### src/rtl/sirv_spigpio_pkg.sv
// sirv_spigpio_pkg -- shared definitions for the SPI/GPIO pad port.
//   lane_state_e : per-lane direction FSM encoding (IN / OUT / TURN).
//   *_MIN/*_MAX  : legal ranges for the port parameters.
//   dq_w_legal   : helper telling whether a lane count is a supported width.
// Optional feature macro used by the port: SIRV_SPIGPIOPORT_LOOPBACK_EN.
package sirv_spigpio_pkg;

  typedef enum logic [1:0] {
    LANE_IN   = 2'b00,
    LANE_OUT  = 2'b01,
    LANE_TURN = 2'b10
  } lane_state_e;

  localparam int DQ_W_MAX     = 8;
  localparam int CS_W_MIN     = 1;
  localparam int CS_W_MAX     = 4;
  localparam int TURN_CYC_MIN = 0;
  localparam int TURN_CYC_MAX = 7;
  localparam int SYNC_MIN     = 1;
  localparam int SYNC_MAX     = 4;

  function automatic logic dq_w_legal(input int w);
    return (w == 1) || (w == 2) || (w == 4) || (w == DQ_W_MAX);
  endfunction

endpackage

### src/rtl/sirv_spigpio_lane.sv
// sirv_spigpio_lane -- one dq lane: direction FSM with turnaround plus the
// input synchronizer.
// Ports:
//   clk_i, rst_i        clock, synchronous active-high reset
//   oe_req_i            direction request from the controller (1 = drive)
//   ival_i              pad input value
//   lb_en_i, lb_data_i  loopback select and data (SIRV_SPIGPIOPORT_LOOPBACK_EN only)
//   oe_o, ie_o, turn_o  registered pad direction controls / turnaround flag
//   data_o              synchronized input, zero unless the lane is in IN
module sirv_spigpio_lane
  import sirv_spigpio_pkg::*;
#(
  parameter int TURN_CYC    = 1,
  parameter int SYNC_STAGES = 2
) (
  input  logic clk_i,
  input  logic rst_i,
  input  logic oe_req_i,
  input  logic ival_i,
`ifdef SIRV_SPIGPIOPORT_LOOPBACK_EN
  input  logic lb_en_i,
  input  logic lb_data_i,
`endif
  output logic oe_o,
  output logic ie_o,
  output logic turn_o,
  output logic data_o
);

  // Counter is loaded with TURN_CYC-1 so TURN lasts exactly TURN_CYC cycles.
  localparam logic [2:0] TURN_LOAD = (TURN_CYC == 0) ? 3'd0 : 3'(TURN_CYC - 1);

  lane_state_e             state_q, state_d;
  lane_state_e             tgt_q, tgt_d;
  logic [2:0]              cnt_q, cnt_d;
  logic                    oe_q, ie_q, turn_q;
  logic [SYNC_STAGES-1:0]  sync_q;
  logic                    sync_src_s;
  logic                    gate_open_s;

`ifdef SIRV_SPIGPIOPORT_LOOPBACK_EN
  assign sync_src_s  = lb_en_i ? lb_data_i : ival_i;
  assign gate_open_s = ie_q | lb_en_i;
`else
  assign sync_src_s  = ival_i;
  assign gate_open_s = ie_q;
`endif

  // Next-state logic for the direction FSM and turnaround counter.
  always_comb begin
    state_d = state_q;
    tgt_d   = tgt_q;
    cnt_d   = cnt_q;
    case (state_q)
      LANE_IN: begin
        if (oe_req_i) begin
          if (TURN_CYC == 0) begin
            state_d = LANE_OUT;
          end else begin
            state_d = LANE_TURN;
            tgt_d   = LANE_OUT;
            cnt_d   = TURN_LOAD;
          end
        end else begin
          state_d = LANE_IN;
        end
      end
      LANE_OUT: begin
        if (!oe_req_i) begin
          if (TURN_CYC == 0) begin
            state_d = LANE_IN;
          end else begin
            state_d = LANE_TURN;
            tgt_d   = LANE_IN;
            cnt_d   = TURN_LOAD;
          end
        end else begin
          state_d = LANE_OUT;
        end
      end
      LANE_TURN: begin
        // A request that flips back aborts the turnaround immediately.
        if (oe_req_i != (tgt_q == LANE_OUT)) begin
          state_d = (tgt_q == LANE_OUT) ? LANE_IN : LANE_OUT;
          cnt_d   = 3'd0;
        end else if (cnt_q == 3'd0) begin
          state_d = tgt_q;
        end else begin
          cnt_d = cnt_q - 3'd1;
        end
      end
      default: begin
        state_d = LANE_IN;
        tgt_d   = LANE_IN;
        cnt_d   = 3'd0;
      end
    endcase
  end

  // FSM state, registered pad controls and the input synchronizer chain.
  always_ff @(posedge clk_i) begin
    if (rst_i) begin
      state_q <= LANE_IN;
      tgt_q   <= LANE_IN;
      cnt_q   <= 3'd0;
      oe_q    <= 1'b0;
      ie_q    <= 1'b1;
      turn_q  <= 1'b0;
      sync_q  <= '0;
    end else begin
      state_q <= state_d;
      tgt_q   <= tgt_d;
      cnt_q   <= cnt_d;
      oe_q    <= (state_d == LANE_OUT);
      ie_q    <= (state_d == LANE_IN);
      turn_q  <= (state_d == LANE_TURN);
      sync_q  <= SYNC_STAGES'({sync_q, sync_src_s});
    end
  end

  assign oe_o   = oe_q;
  assign ie_o   = ie_q;
  assign turn_o = turn_q;
  assign data_o = sync_q[SYNC_STAGES-1] & gate_open_s;

endmodule

### src/rtl/sirv_spigpioport_param.sv
// sirv_spigpioport_param -- parameterised SPI-to-GPIO pad adapter.
// Registers sck/cs/dq outputs toward the pads, runs one direction FSM with
// turnaround per dq lane and synchronizes pad inputs back to the controller.
// Ports:
//   clock, reset                      clock, synchronous active-high reset
//   io_spi_sck/cs/dq_o/dq_oe          controller side outputs and lane direction
//   io_spi_dq_i                       synchronized, direction-gated lane inputs
//   io_pins_dq_i_ival                 pad input values
//   io_pins_{sck,cs,dq}_o_*           pad controls (oval/oe/ie/pue/ds)
//   io_turn                           lane is in turnaround
//   io_loopback                       loop dq oval into the synchronizers
// Optional feature: define SIRV_SPIGPIOPORT_LOOPBACK_EN to add io_loopback.
module sirv_spigpioport_param
  import sirv_spigpio_pkg::*;
#(
  parameter int   DQ_W        = 4,
  parameter int   CS_W        = 1,
  parameter int   TURN_CYC    = 1,
  parameter int   SYNC_STAGES = 2,
  parameter logic CS_IDLE     = 1'b1
) (
  input  logic            clock,
  input  logic            reset,
  input  logic            io_spi_sck,
  input  logic [CS_W-1:0] io_spi_cs,
  input  logic [DQ_W-1:0] io_spi_dq_o,
  input  logic [DQ_W-1:0] io_spi_dq_oe,
  output logic [DQ_W-1:0] io_spi_dq_i,
  input  logic [DQ_W-1:0] io_pins_dq_i_ival,
`ifdef SIRV_SPIGPIOPORT_LOOPBACK_EN
  input  logic            io_loopback,
`endif
  output logic            io_pins_sck_o_oval,
  output logic            io_pins_sck_o_oe,
  output logic            io_pins_sck_o_ie,
  output logic            io_pins_sck_o_pue,
  output logic            io_pins_sck_o_ds,
  output logic [CS_W-1:0] io_pins_cs_o_oval,
  output logic [CS_W-1:0] io_pins_cs_o_oe,
  output logic [CS_W-1:0] io_pins_cs_o_ie,
  output logic [CS_W-1:0] io_pins_cs_o_pue,
  output logic [CS_W-1:0] io_pins_cs_o_ds,
  output logic [DQ_W-1:0] io_pins_dq_o_oval,
  output logic [DQ_W-1:0] io_pins_dq_o_oe,
  output logic [DQ_W-1:0] io_pins_dq_o_ie,
  output logic [DQ_W-1:0] io_pins_dq_o_pue,
  output logic [DQ_W-1:0] io_pins_dq_o_ds,
  output logic [DQ_W-1:0] io_turn
);

  logic            sck_oval_q;
  logic [CS_W-1:0] cs_oval_q;
  logic [DQ_W-1:0] dq_oval_q;

  // One-cycle registered copies of the controller outputs.
  always_ff @(posedge clock) begin
    if (reset) begin
      sck_oval_q <= 1'b0;
      cs_oval_q  <= {CS_W{CS_IDLE}};
      dq_oval_q  <= '0;
    end else begin
      sck_oval_q <= io_spi_sck;
      cs_oval_q  <= io_spi_cs;
      dq_oval_q  <= io_spi_dq_o;
    end
  end

  assign io_pins_sck_o_oval = sck_oval_q;
  assign io_pins_sck_o_oe   = 1'b1;
  assign io_pins_sck_o_ie   = 1'b0;
  assign io_pins_sck_o_pue  = 1'b0;
  assign io_pins_sck_o_ds   = 1'b0;

  assign io_pins_cs_o_oval  = cs_oval_q;
  assign io_pins_cs_o_oe    = {CS_W{1'b1}};
  assign io_pins_cs_o_ie    = {CS_W{1'b0}};
  assign io_pins_cs_o_pue   = {CS_W{1'b0}};
  assign io_pins_cs_o_ds    = {CS_W{1'b0}};

  assign io_pins_dq_o_oval  = dq_oval_q;
  assign io_pins_dq_o_pue   = {DQ_W{1'b1}};
  assign io_pins_dq_o_ds    = {DQ_W{1'b0}};

  for (genvar g = 0; g < DQ_W; g++) begin : g_lane
    sirv_spigpio_lane #(
      .TURN_CYC    (TURN_CYC),
      .SYNC_STAGES (SYNC_STAGES)
    ) u_lane (
      .clk_i     (clock),
      .rst_i     (reset),
      .oe_req_i  (io_spi_dq_oe[g]),
      .ival_i    (io_pins_dq_i_ival[g]),
`ifdef SIRV_SPIGPIOPORT_LOOPBACK_EN
      .lb_en_i   (io_loopback),
      .lb_data_i (dq_oval_q[g]),
`endif
      .oe_o      (io_pins_dq_o_oe[g]),
      .ie_o      (io_pins_dq_o_ie[g]),
      .turn_o    (io_turn[g]),
      .data_o    (io_spi_dq_i[g])
    );
  end

endmodule

### config.mk
export PLATFORM = sky130hd
export DESIGN_NAME = sirv_spigpioport_param
export DESIGN_NICKNAME = d
export VERILOG_FILES = /design/src/rtl/sirv_spigpio_pkg.sv /design/src/rtl/sirv_spigpio_lane.sv /design/src/rtl/sirv_spigpioport_param.sv
export SDC_FILE = /design/constraint.sdc
export NUM_CORES = 1
export LEC_CHECK = 0
export ABC_AREA = 1
export CORE_ASPECT_RATIO = 0.9
export CORE_MARGIN = 2
export CORE_UTILIZATION = 45
export CTS_BUF_LIST = sky130_fd_sc_hd__clkbuf_16
export DETAILED_ROUTE_END_ITERATION = 16
export DONT_BUFFER_PORTS = 1
export PLACE_DENSITY_LB_ADDON = 0.2
export SLEW_MARGIN = 40
export SYNTH_ARGS = -nofsm -noshare
export SYNTH_HDL_FRONTEND = slang
export SYNTH_SLANG_ARGS = --single-unit
export TNS_END_PERCENT = 50
### constraint.sdc
create_clock -name clock -period 1.6 [get_ports clock]
set_input_delay 0 -clock clock [delete_from_list [all_inputs] [get_ports clock]]
set_output_delay 0 -clock clock [all_outputs]
set_load 0.1 [all_outputs]
# ---- After elaboration in Yosys (flattened, before gate mapping)
# Cells that the tools add are included.
dict set report word_totals {
  register_bits 54
  input_bits 16
  out_inout_bits 38
  elab_cells 155
}
dict set report classes {
  n_addsub 4
  eq_ne 36
  n_mux 56
  bitwise 8
  reduce_logical 20
}
# operator count
set ops {}
lappend ops {{2-bit two-way mux} 24}
lappend ops {{3-bit two-way mux} 16}
lappend ops {{2-bit one-hot mux with 3 select lines} 8}
lappend ops {{3-bit one-hot mux with 3 select lines} 4}
lappend ops {{2-bit by 1-bit equality test with 1-bit output (second input constant)} 12}
lappend ops {{3-bit AND reduction} 8}
lappend ops {{2-bit equality test (second input constant)} 8}
lappend ops {{2-bit zero test} 8}
lappend ops {{2-bit != test (second input constant)} 8}
lappend ops {{3-bit zero test} 4}
lappend ops {{3-bit by 2-bit != test with 1-bit output (second input constant)} 4}
lappend ops {{3-bit by 1-bit subtractor with 3-bit output (second input constant)} 4}
lappend ops {{1-bit AND} 4}
lappend ops {{1-bit two-way mux} 4}
lappend ops {{1-bit != test} 4}
lappend ops {{1-bit NOT} 4}

# ---- Logic depth before layout (Yosys ltp)
# Gate-level depths: netlist (run 1).
dict set report depth {
  depth_word 5
  depth_mapped 10
  ltp_nobuf 10
}

# ---- Modules after synthesis
# A second synthesis (run 1) with hierarchy kept.
dict set report hier_totals {
  cells_unflattened 361
  area_unflattened_um2 2463.6
}
# module instances cells_per_inst area_each_um2 seq_area_each_um2
set modules_own_cells {}
lappend modules_own_cells {sirv_spigpio_lane 4 81 541.8 220.2}
lappend modules_own_cells {sirv_spigpioport_param 1 37 296.5 120.1}

# ---- Worst setup path before layout (run 1)
# No wires, ideal clock.
dict set report synth_path {
  path_type {reg2reg}
  from {reg g_lane[2].u_lane.cnt_q[0]}
  to {reg g_lane[2].u_lane.oe_q}
  setup_ps 132
  t_arrival_ps 1206
  required_ps 1468
  path_slack_ps 261
  stages_incl_launch_ff 8
  path_buffers 0
  period_less_slack_ps 1339
  path_cell_list {dfxtp_1 > inv_1 > ha_1 > ha_1 > nand2_1 > o21ai_0 > o21ai_0 > a21oi_1}
}
dict set report synth_via {
  elab_chain_cells 5
}
# item line
set synth_rtl {}
lappend synth_rtl {{start, declared} sirv_spigpio_lane.sv:35} ;# logic [2:0] cnt_q, cnt_d;
lappend synth_rtl {{start signal, assigned} sirv_spigpio_lane.sv:113} ;# cnt_q <= cnt_d;
lappend synth_rtl {{3-bit zero test} sirv_spigpio_lane.sv:86} ;# end else if (cnt_q == 3'd0) begin
lappend synth_rtl {{2-bit two-way mux} sirv_spigpio_lane.sv:86}
lappend synth_rtl {{2-bit two-way mux} sirv_spigpio_lane.sv:83} ;# if (oe_req_i != (tgt_q == LANE_OUT)) begin
lappend synth_rtl {{2-bit one-hot mux with 3 select lines} sirv_spigpio_lane.sv:54} ;# case (state_q)
lappend synth_rtl {{2-bit by 1-bit equality test with 1-bit output} sirv_spigpio_lane.sv:114} ;# oe_q <= (state_d == LANE_OUT);
lappend synth_rtl {{end signal, assigned} sirv_spigpio_lane.sv:114}
lappend synth_rtl {{end, declared} sirv_spigpio_lane.sv:36} ;# logic oe_q, ie_q, turn_q;
# No other way between the ends.
# A chain may end at the register's enable or synchronous reset.

# ---- Final worst setup path (run 1)
dict set report layout_path {
  from {reg g_lane[2].u_lane.cnt_q[0]}
  to {reg g_lane[2].u_lane.ie_q}
}
dict set report layout_via {
  elab_chain_cells 5
}
# item line
set layout_rtl {}
lappend layout_rtl {{3-bit zero test} sirv_spigpio_lane.sv:86}
lappend layout_rtl {{2-bit two-way mux} sirv_spigpio_lane.sv:86}
lappend layout_rtl {{2-bit two-way mux} sirv_spigpio_lane.sv:83}
lappend layout_rtl {{2-bit one-hot mux with 3 select lines} sirv_spigpio_lane.sv:54}
lappend layout_rtl {{2-bit zero test} sirv_spigpio_lane.sv:115} ;# ie_q <= (state_d == LANE_IN);
lappend layout_rtl {{end signal, assigned} sirv_spigpio_lane.sv:115}
lappend layout_rtl {{end, declared} sirv_spigpio_lane.sv:36}
# No other way between the ends.

==> results.md, run 1 <==
- The remaining antenna violation count is 0.
- The final-report hold violation count is 0.
- The portion of total power attributed to combinational logic is 0.294.
- The library cells used most frequently in the layout, excluding fill and tap cells, are 75 x sky130_fd_sc_hd__nand2_1, 59 x sky130_fd_sc_hd__nor2_1, 55 x sky130_fd_sc_hd__inv_1.
- TritonCTS built the clock tree.
- The final weighted congestion in routability-driven placement is 0.765.
- Of the post-synthesis cell area, the dominant cell type holds 0.408.
- The worst-case clock skew is 0.00618 ns.
- Setup violations remaining at the end of the flow were counted as 0.
- Once detailed placement completed, the half-perimeter wirelength came to 2.91 mm.
- The relative contribution of sequential cells to total power is 0.414.
- The global-route usage over all layers is 0.146.
- After clock tree synthesis, the clock-pin slew on the worst setup and hold paths is about 0.060 ns.
- The detailed-routing iteration count for the pre-antenna-repair pass is 4.
- The sequential element share of the synthesized area is 0.408.
- The power per cell area is 1190 nW/um^2.
- The first routing iteration left 79 violations.
- The number of global-route vias before repair came to 1744.
- After synthesis, the netlist uses 24 different library cells.
- Internal power comes to 2.15 mW.
- The share of flip-flops with an asynchronous set or reset is 0.
- The flop-to-flop setup slack is 0.21 ns.
- Counting I/O delays and the setup requirement, the final critical path takes roughly 1.4 ns.
- After routing, the total negative slack on setup checks comes to 0 ns.
- The top fanout value on the critical path is 4.
- The detailed-route wire length is roughly 4.2 mm.
- Buffers added to address setup during post-CTS repair amount to 0.
- The clock passes through at most 2 buffers.
- The total via count in the routed design is 1952.
- The max-cap check violation count is 0.
- The vias per cell is 4.40.
- The cell type with the largest total area after synthesis is sky130_fd_sc_hd__dfxtp_1.
- The number of enable flip-flop cells after synthesis is 0.
- Synthesis inferred 50 register bits.
- The synthesized netlist occupies a cell area of 2450 sq um.
- After detailed routing, the average wire length per cell comes to between 9 and 10 microns.
- The x dimension of the die is 81.9 microns.
- The worst path meets setup with 0.207 ns of slack.
- The initial core utilization is 0.467.
- The region available for standard cell placement spans between 5000 and 6000 sq um.
- During synthesis, Yosys emitted a total of 0 warnings.
- Summed over all layers, the global routing overflow is 0.
- The top-level I/O count is 54.
- The number of slew-limit violations in the final report is 0.
- The worst-case setup slack after placement is between 0.1 and 0.15 ns.
- Entering global routing, the biggest net connects 37 pins.
- For this run, the top clock speed supported by timing is 718 MHz.
- The row count is 25.
- The net total in the final layout is 400.
- Measured along the y axis, the die boundary spans ~74 microns.
- The share of the cycle needed by the critical path after routing is 0.871.
- The clock sink count is 50.
- Of the total power, the clock network draws 0.292.
- For the worst setup path, the data required time is 1.82 ns.
- The maximum level of the CTS H-tree is 2.
- The first-pass GRT wire length is 6.93 mm.
- STA classifies the critical path startpoint as a register.
- The class of the tightest hold or removal check is in2reg.
- The switching power of the nets is 1.22 mW.
- The run finished with clean final reports.
- The clock network latency to the later pin of the worst-skew pair is about 0.28 ns.
- The number of clock buffers added by TritonCTS is 5.
- The type of destination of the critical path is a register.
- After synthesis, the mean cell area works out to 6.92 sq um.
- The data arrival at the endpoint of the critical path is 1.62 ns.
- The worst setup path is of the reg2reg kind.
- The switching portion of total power is 0.361.
- Port buffering added 0 buffers.
- The number of antenna violations at the first check in global routing is 0.
- The die covers 6060 sq um.
- In this run the clock root is driven by a sky130_fd_sc_hd__clkbuf_16.
- The remaining design rule violation count is 0.
- The layout overhead on the synthesized area is 15.7%.
- The most common cell after layout, fill and taps aside is sky130_fd_sc_hd__nand2_1.
- The fraction of the core area covered by cells at the end of the flow is 0.540.
- The most used flip-flop cell after synthesis is sky130_fd_sc_hd__dfxtp_1.
- The share of layout cells above drive strength 1 is 0.130.
- Setup repair after global routing left no endpoint under its margin.
- The number of filler instances in the final layout is 533.
- The number of standard cells after synthesis is 355.
- In the post-synthesis netlist, the biggest area contributors are sky130_fd_sc_hd__dfxtp_1 41%, sky130_fd_sc_hd__nand2_1 11%, sky130_fd_sc_hd__buf_4 10%, sky130_fd_sc_hd__nor2_1 9.0%, sky130_fd_sc_hd__inv_1 8.3%.
- The peak supply drop is 0.655 mV.
- The antenna cell count is 0.
- For this design the static power due to leakage is approximately 1.4 nW.
==> synthesized netlist by cell type, types with 2 or more instances <==
cell and instances:
sky130_fd_sc_hd__nand2_2 4, sky130_fd_sc_hd__dfxtp_1 50, sky130_fd_sc_hd__nor2_1 59, sky130_fd_sc_hd__nor3_1 2
sky130_fd_sc_hd__buf_1 2, sky130_fd_sc_hd__buf_4 33, sky130_fd_sc_hd__a21oi_1 15, sky130_fd_sc_hd__o21ai_0 6
sky130_fd_sc_hd__inv_1 54, sky130_fd_sc_hd__nand2_1 75, sky130_fd_sc_hd__conb_1 2, sky130_fd_sc_hd__nor2_2 6
sky130_fd_sc_hd__a21oi_2 2, sky130_fd_sc_hd__inv_2 6, sky130_fd_sc_hd__ha_1 8, sky130_fd_sc_hd__nand3_1 23
==> critical path: stages (launching register included) <==
cell and delay [ns]:
sky130_fd_sc_hd__dfxtp_1 0.35, sky130_fd_sc_hd__inv_1 0.05, sky130_fd_sc_hd__ha_1 0.20, sky130_fd_sc_hd__ha_1 0.23
sky130_fd_sc_hd__nand2_1 0.07, sky130_fd_sc_hd__o21ai_0 0.07, sky130_fd_sc_hd__o21ai_1 0.21, sky130_fd_sc_hd__nand3_1 0.10
sky130_fd_sc_hd__nand2_1 0.06
==> registers in the layout, summed over array words and instances, names as in the netlist <==
signal                 cells
g_lane.u_lane.sync_q       8
g_lane.u_lane.cnt_q       12
io_pins_cs_o_oval          1
g_lane.u_lane.ie_o         4
g_lane.u_lane.state_q      8
io_pins_sck_o_oval         1
g_lane.u_lane.tgt_q        4
io_pins_dq_o_oval          4
g_lane.u_lane.oe_o         4
g_lane.u_lane.turn_o       4
==> layer usage <==
| metal | global-route usage | wire (microns) | vias to the layer above |
|---|---|---|---|
| met5 | 0 | 0 | - |
| met4 | 0.0333 | 29 | 0 |
| met3 | 0.0449 | 190 | 4 |
| met2 | 0.253 | 1990 | 40 |
| met1 | 0.177 | 2000 | 847 |
| li1 | - | - | 1061 |
==> logic make-up after synthesis <==
| logic type | count (synthesis) | synth area share |
|---|---|---|
| AOI/OAI and AO/OA | 25 | 0.0550 |
| and+or+nand+nor | 173 | 0.294 |
| other | 2 | 0.00306 |
| adders and majority gates | 8 | 0.0408 |
| buffers and inverters | 97 | 0.199 |
| DFF | 50 | 0.408 |
==> final timing paths <==
| check | startpoint | end | cells past startpoint |
|---|---|---|---|
| max | g_lane[2].u_lane.cnt_q[0]$_SDFFE_PP0P_ | g_lane[2].u_lane.ie_o$_SDFF_PP1_ | 8 |
| min | reset | g_lane[3].u_lane.tgt_q[0]$_SDFFE_PP0P_ | 2 |
| max reg2reg | g_lane[2].u_lane.cnt_q[0]$_SDFFE_PP0P_ | g_lane[2].u_lane.ie_o$_SDFF_PP1_ | 8 |
| min reg2reg | g_lane[3].u_lane.sync_q[0]$_SDFF_PP0_ | g_lane[3].u_lane.sync_q[1]$_SDFF_PP0_ | 2 |
==> cell type report <==
class | count | area (sq um) | share of cell area
Clock buffer | 5 | 125 | 0.0441
Clock inverter | 3 | 12.5 | 0.00441
Inverter | 60 | 225 | 0.0793
Multi-Input combinational cell | 222 | 1020 | 0.358
Sequential cell | 50 | 1000 | 0.352
Tap cell | 67 | 83.8 | 0.0295
Timing Repair Buffer | 37 | 375 | 0.132
==> power by group through the flow <==
| stage | clock, mW | sequential (mW) | combinational (mW) |
|---|---|---|---|
| final | 0.984 | 1.40 | 0.993 |
| after global routing | 1.05 | 1.41 | 1.08 |
| after CTS | 1.01 | 1.40 | 0.997 |
| after detailed placement | 0 | 1.42 | 0.945 |
| after global placement | 0 | 1.42 | 0.937 |
| after floorplan | 0 | 1.47 | 0.838 |
==> repair_timing <==
action | CTS | global route
hold buffers | 15 | 0
hold endpoints to repair | 36 | 0
setup endpoints to repair | 0 | 3
resized for setup | 0 | 1
==> per-stage QoR <==
step | total power [mW] | hold WS, ns | std cells | area [sq um]
floorplan | 2.31 | 0.107 | 369 | 2510
finish | 3.37 | 0.00572 | 444 | 2840
global route | 3.55 | 0.00997 | 444 | 2840
CTS | 3.40 | 0.000441 | 444 | 2840
detailed placement | 2.37 | 0.0742 | 421 | 2540
global placement | 2.36 | 0.0739 | 421 | 2540
No activity file was read; power rests on OpenSTA's default activity.
==> inputs of run 2 (changes only) <==
--- a/config.mk
+++ b/config.mk
@@ -12,6 +12,7 @@
 export CTS_BUF_LIST = sky130_fd_sc_hd__clkbuf_16
 export DETAILED_ROUTE_END_ITERATION = 16
 export DONT_BUFFER_PORTS = 1
+export GPL_TIMING_DRIVEN = 0
 export PLACE_DENSITY_LB_ADDON = 0.2
 export SLEW_MARGIN = 40
 export SYNTH_ARGS = -nofsm -noshare
==> run 2 against run 1 <==
- worst hold slack gained 0.032 ns
- utilization rose by 0.79 points
- sequential cell count unchanged
- first-iteration DRC count down 1.3%
- critical endpoint unchanged
- clock skew is 0.0010 ns higher
- sequential power is 4% higher
- clock power grew 4%
- cell area rose by 1.5%
- via count grew 3.4%
- non-clock buffer count grew 14
- setup slack lost 0.039 ns
==> results.md, run 2 (synthesis results as in run 1) <==
- Leaving out fill and tap cells, the most frequent cells in the layout are 75 x sky130_fd_sc_hd__nand2_1, 59 x sky130_fd_sc_hd__nor2_1, 55 x sky130_fd_sc_hd__inv_1.
- The setup path with the least slack is of type reg2reg.
- The final-report hold violation count is 0 (unchanged).
- The total power consumption of the routed design is 3.42 mW (+1.6%).
- The largest net degree at the start of global routing came to 16 (-57%).
- The number of slew-limit violations in the final report is 0 (unchanged).
- The leakage power is 1.47 nW (+3.1%).
- The peak supply drop is 0.530 mV (-19%).
- The first-pass GRT wire length is 7.49 mm (+8.1%).
- The number of filler instances in the final layout is 518 (-2.8%).
- The number of global-route vias before repair is 1776 (+1.8%).
- The vias per cell was 4.41 (+0.27%).
- Headroom to the max-slew limit came out at 0.598.
- The overflow left after global routing is 0 (unchanged).
- The area occupied by multi-input gates was 1020 sq um (unchanged).
- The clock sink count is 50 (unchanged).
- The clock network latency to the later pin of the worst-skew pair is 0.29 ns (about the same).
- The setup violation total in the final timing report is 0 (unchanged).
- The x dimension of the die came to 81.9 microns (unchanged).
- The instance area at placement is 2600 sq um (+2.2%).
- The number of antenna violations at the first check in global routing is 0 (unchanged).
- The maximum buffer depth of the clock tree is 2 (unchanged).
- In the final layout, the registers with the most flip-flops are g_lane.u_lane.cnt_q x12, g_lane.u_lane.state_q x8, g_lane.u_lane.sync_q x8.
- The remaining design rule violation count is 0 (unchanged).
- The iteration-0 DRC count of the detailed router is 78 (-1.3%).
- Setup repair after global routing left no endpoint under its margin.
- The critical path launch point type is a register.
- The detailed-route wire length is 4.53 mm (+7.7%).
- The fraction of the core area covered by cells at the end of the flow is 0.548 (+0.00786).
- The clock input transition at the sequential cells of the worst setup and hold paths is 0.07 ns (about the same).
- The initial core utilization came to 0.467 (unchanged).
- The row count is 25 (unchanged).
- The class of the tightest hold or removal check is in2reg.
- The most common cell after layout, fill and taps aside is sky130_fd_sc_hd__nand2_1.
- The share of layout cells above drive strength 1 is 0.171 (+0.0414).
- The area of all placed cells without fillers is 2880 sq um (+1.5%).
- The remaining antenna violation count is 0 (unchanged).
- The die height is 74.1 microns (unchanged).
- The library cell used as clock root buffer is sky130_fd_sc_hd__clkbuf_16.
- The average wire per standard cell is 9.90 microns (+4.4%).
- The total of buffers placed on input and output ports is 0 (unchanged).
- The half-perimeter wire length after detailed placement was 3.31 mm (+14%).
- The post-route minimum period was 1.43 ns (+0.0386 ns).
- The register area is 1010 sq um (+0.75%).
- The total negative setup slack is 0 ns (unchanged).
- The clock buffer count from CTS is 5 (unchanged).
- The largest register by flop count is g_lane.u_lane.cnt_q.
- The antenna cell count is 0 (unchanged).
- The type of destination of the critical path is a register.
- The top fanout value on the critical path is 4 (unchanged).
- The top-level I/O count was 54 (unchanged).
- The detailed-routing iteration count for the pre-antenna-repair pass is 5 (+1).
- The power per cell area came to 1190 nW/um^2 (+0.11%).
- The upper clock frequency limit is 698 MHz (-2.7%).
- The data arrival at the endpoint of the critical path was 1.67 ns (+0.05 ns).
- The placeable core region is 5260 sq um (unchanged).
- The max-cap check violation count is 0 (unchanged).
- The run finished with clean final reports.
- The share of the cycle needed by the critical path after routing is 0.895 (+0.0241).
- The flip-flop count of the largest register, all copies and words added came to 12 (unchanged).
- The required time of the critical path is 1.84 ns (+0.02 ns).
- For the pin with the worst max-slew slack, the measured transition is 0.602 ns.
- The final weighted congestion in routability-driven placement is 0.833 (+9.0%).
- The final critical-path setup slack is 0.168 ns (-0.0386 ns).
- The worst-case setup slack after placement is 0.0995 ns (-0.0285 ns).
- The total via count in the routed design is 2019 (+3.4%).
- The total die area is 6060 sq um (unchanged).
- TritonCTS built the clock tree.
- The global-route usage over all layers was 0.161 (+0.0152).
- The layout overhead on the synthesized area is 17.4%.
- The net total in the final layout is 414 (+3.5%).
- The maximum level of the CTS H-tree is 2 (unchanged).
- The worst-case clock skew is 0.00722 ns (+0.00104 ns).
[run 2: what timing repair did]
action	in CTS	in global routing
hold endpoints to repair	28	0
gates resized for setup	0	1
endpoints found under the setup margin	0	3
hold buffers	14	0
setup buffers	0	0
[run 2: final timing paths]
kind,end,from,slack (ns),depth (start not counted)
worst min register to register,g_lane[3].u_lane.sync_q[1]$_SDFF_PP0_,g_lane[3].u_lane.sync_q[0]$_SDFF_PP0_,0.40,2
worst max register to register,g_lane[2].u_lane.ie_o$_SDFF_PP1_,g_lane[2].u_lane.cnt_q[0]$_SDFFE_PP0P_,0.17,8
worst min-delay path,g_lane[0].u_lane.state_q[1]$_SDFF_PP0_,io_spi_dq_oe[0],0.04,5
worst max-delay path,g_lane[2].u_lane.ie_o$_SDFF_PP1_,g_lane[2].u_lane.cnt_q[0]$_SDFFE_PP0P_,0.17,8
[run 2: cell type report]
cell class                 count  share of cell area
multi-input combinational    222               0.353
tap                           67              0.0291
inverter                      60              0.0782
buffer                        37              0.0916
timing repair buffer          14              0.0486
clock inverter                 3             0.00608
clock buffer                   5              0.0434
sequential                    50               0.350
[run 2: routing by layer]
metal / share of wire / wire (microns) / up-vias / track usage
met1: 0.49 / 2240 / 885 / 0.196
met4: 0.0099 / 45 / 0 / 0.0444
li1: - / - / 1094 / -
met3: 0.045 / 202 / 5 / 0.0473
met5: 0 / 0 / - / 0
met2: 0.45 / 2040 / 35 / 0.276
[run 2: per-stage QoR]
stage               std cells  hold slack [ns]
global placement          436            0.107
global route              458           0.0383
finish                    458           0.0373
floorplan                 369            0.107
detailed placement        436            0.103
CTS                       458           0.0334
[run 2: report_power, final]
part | internal (mW) | total (mW) | switching, mW
logic | 0.250 | 0.947 | 0.697
registers | 1.34 | 1.45 | 0.111
clock network | 0.574 | 1.02 | 0.450
total | 2.17 | 3.42 | 1.26
[run 2: critical path, stage by stage, from the launching register on]
cell                      delay (ns)
sky130_fd_sc_hd__dfxtp_1        0.35
sky130_fd_sc_hd__inv_1          0.05
sky130_fd_sc_hd__ha_1           0.19
sky130_fd_sc_hd__ha_1           0.24
sky130_fd_sc_hd__nand2_1        0.08
sky130_fd_sc_hd__o21ai_0        0.08
sky130_fd_sc_hd__o21ai_1        0.22
sky130_fd_sc_hd__nand3_1        0.12
sky130_fd_sc_hd__nand2_1        0.07
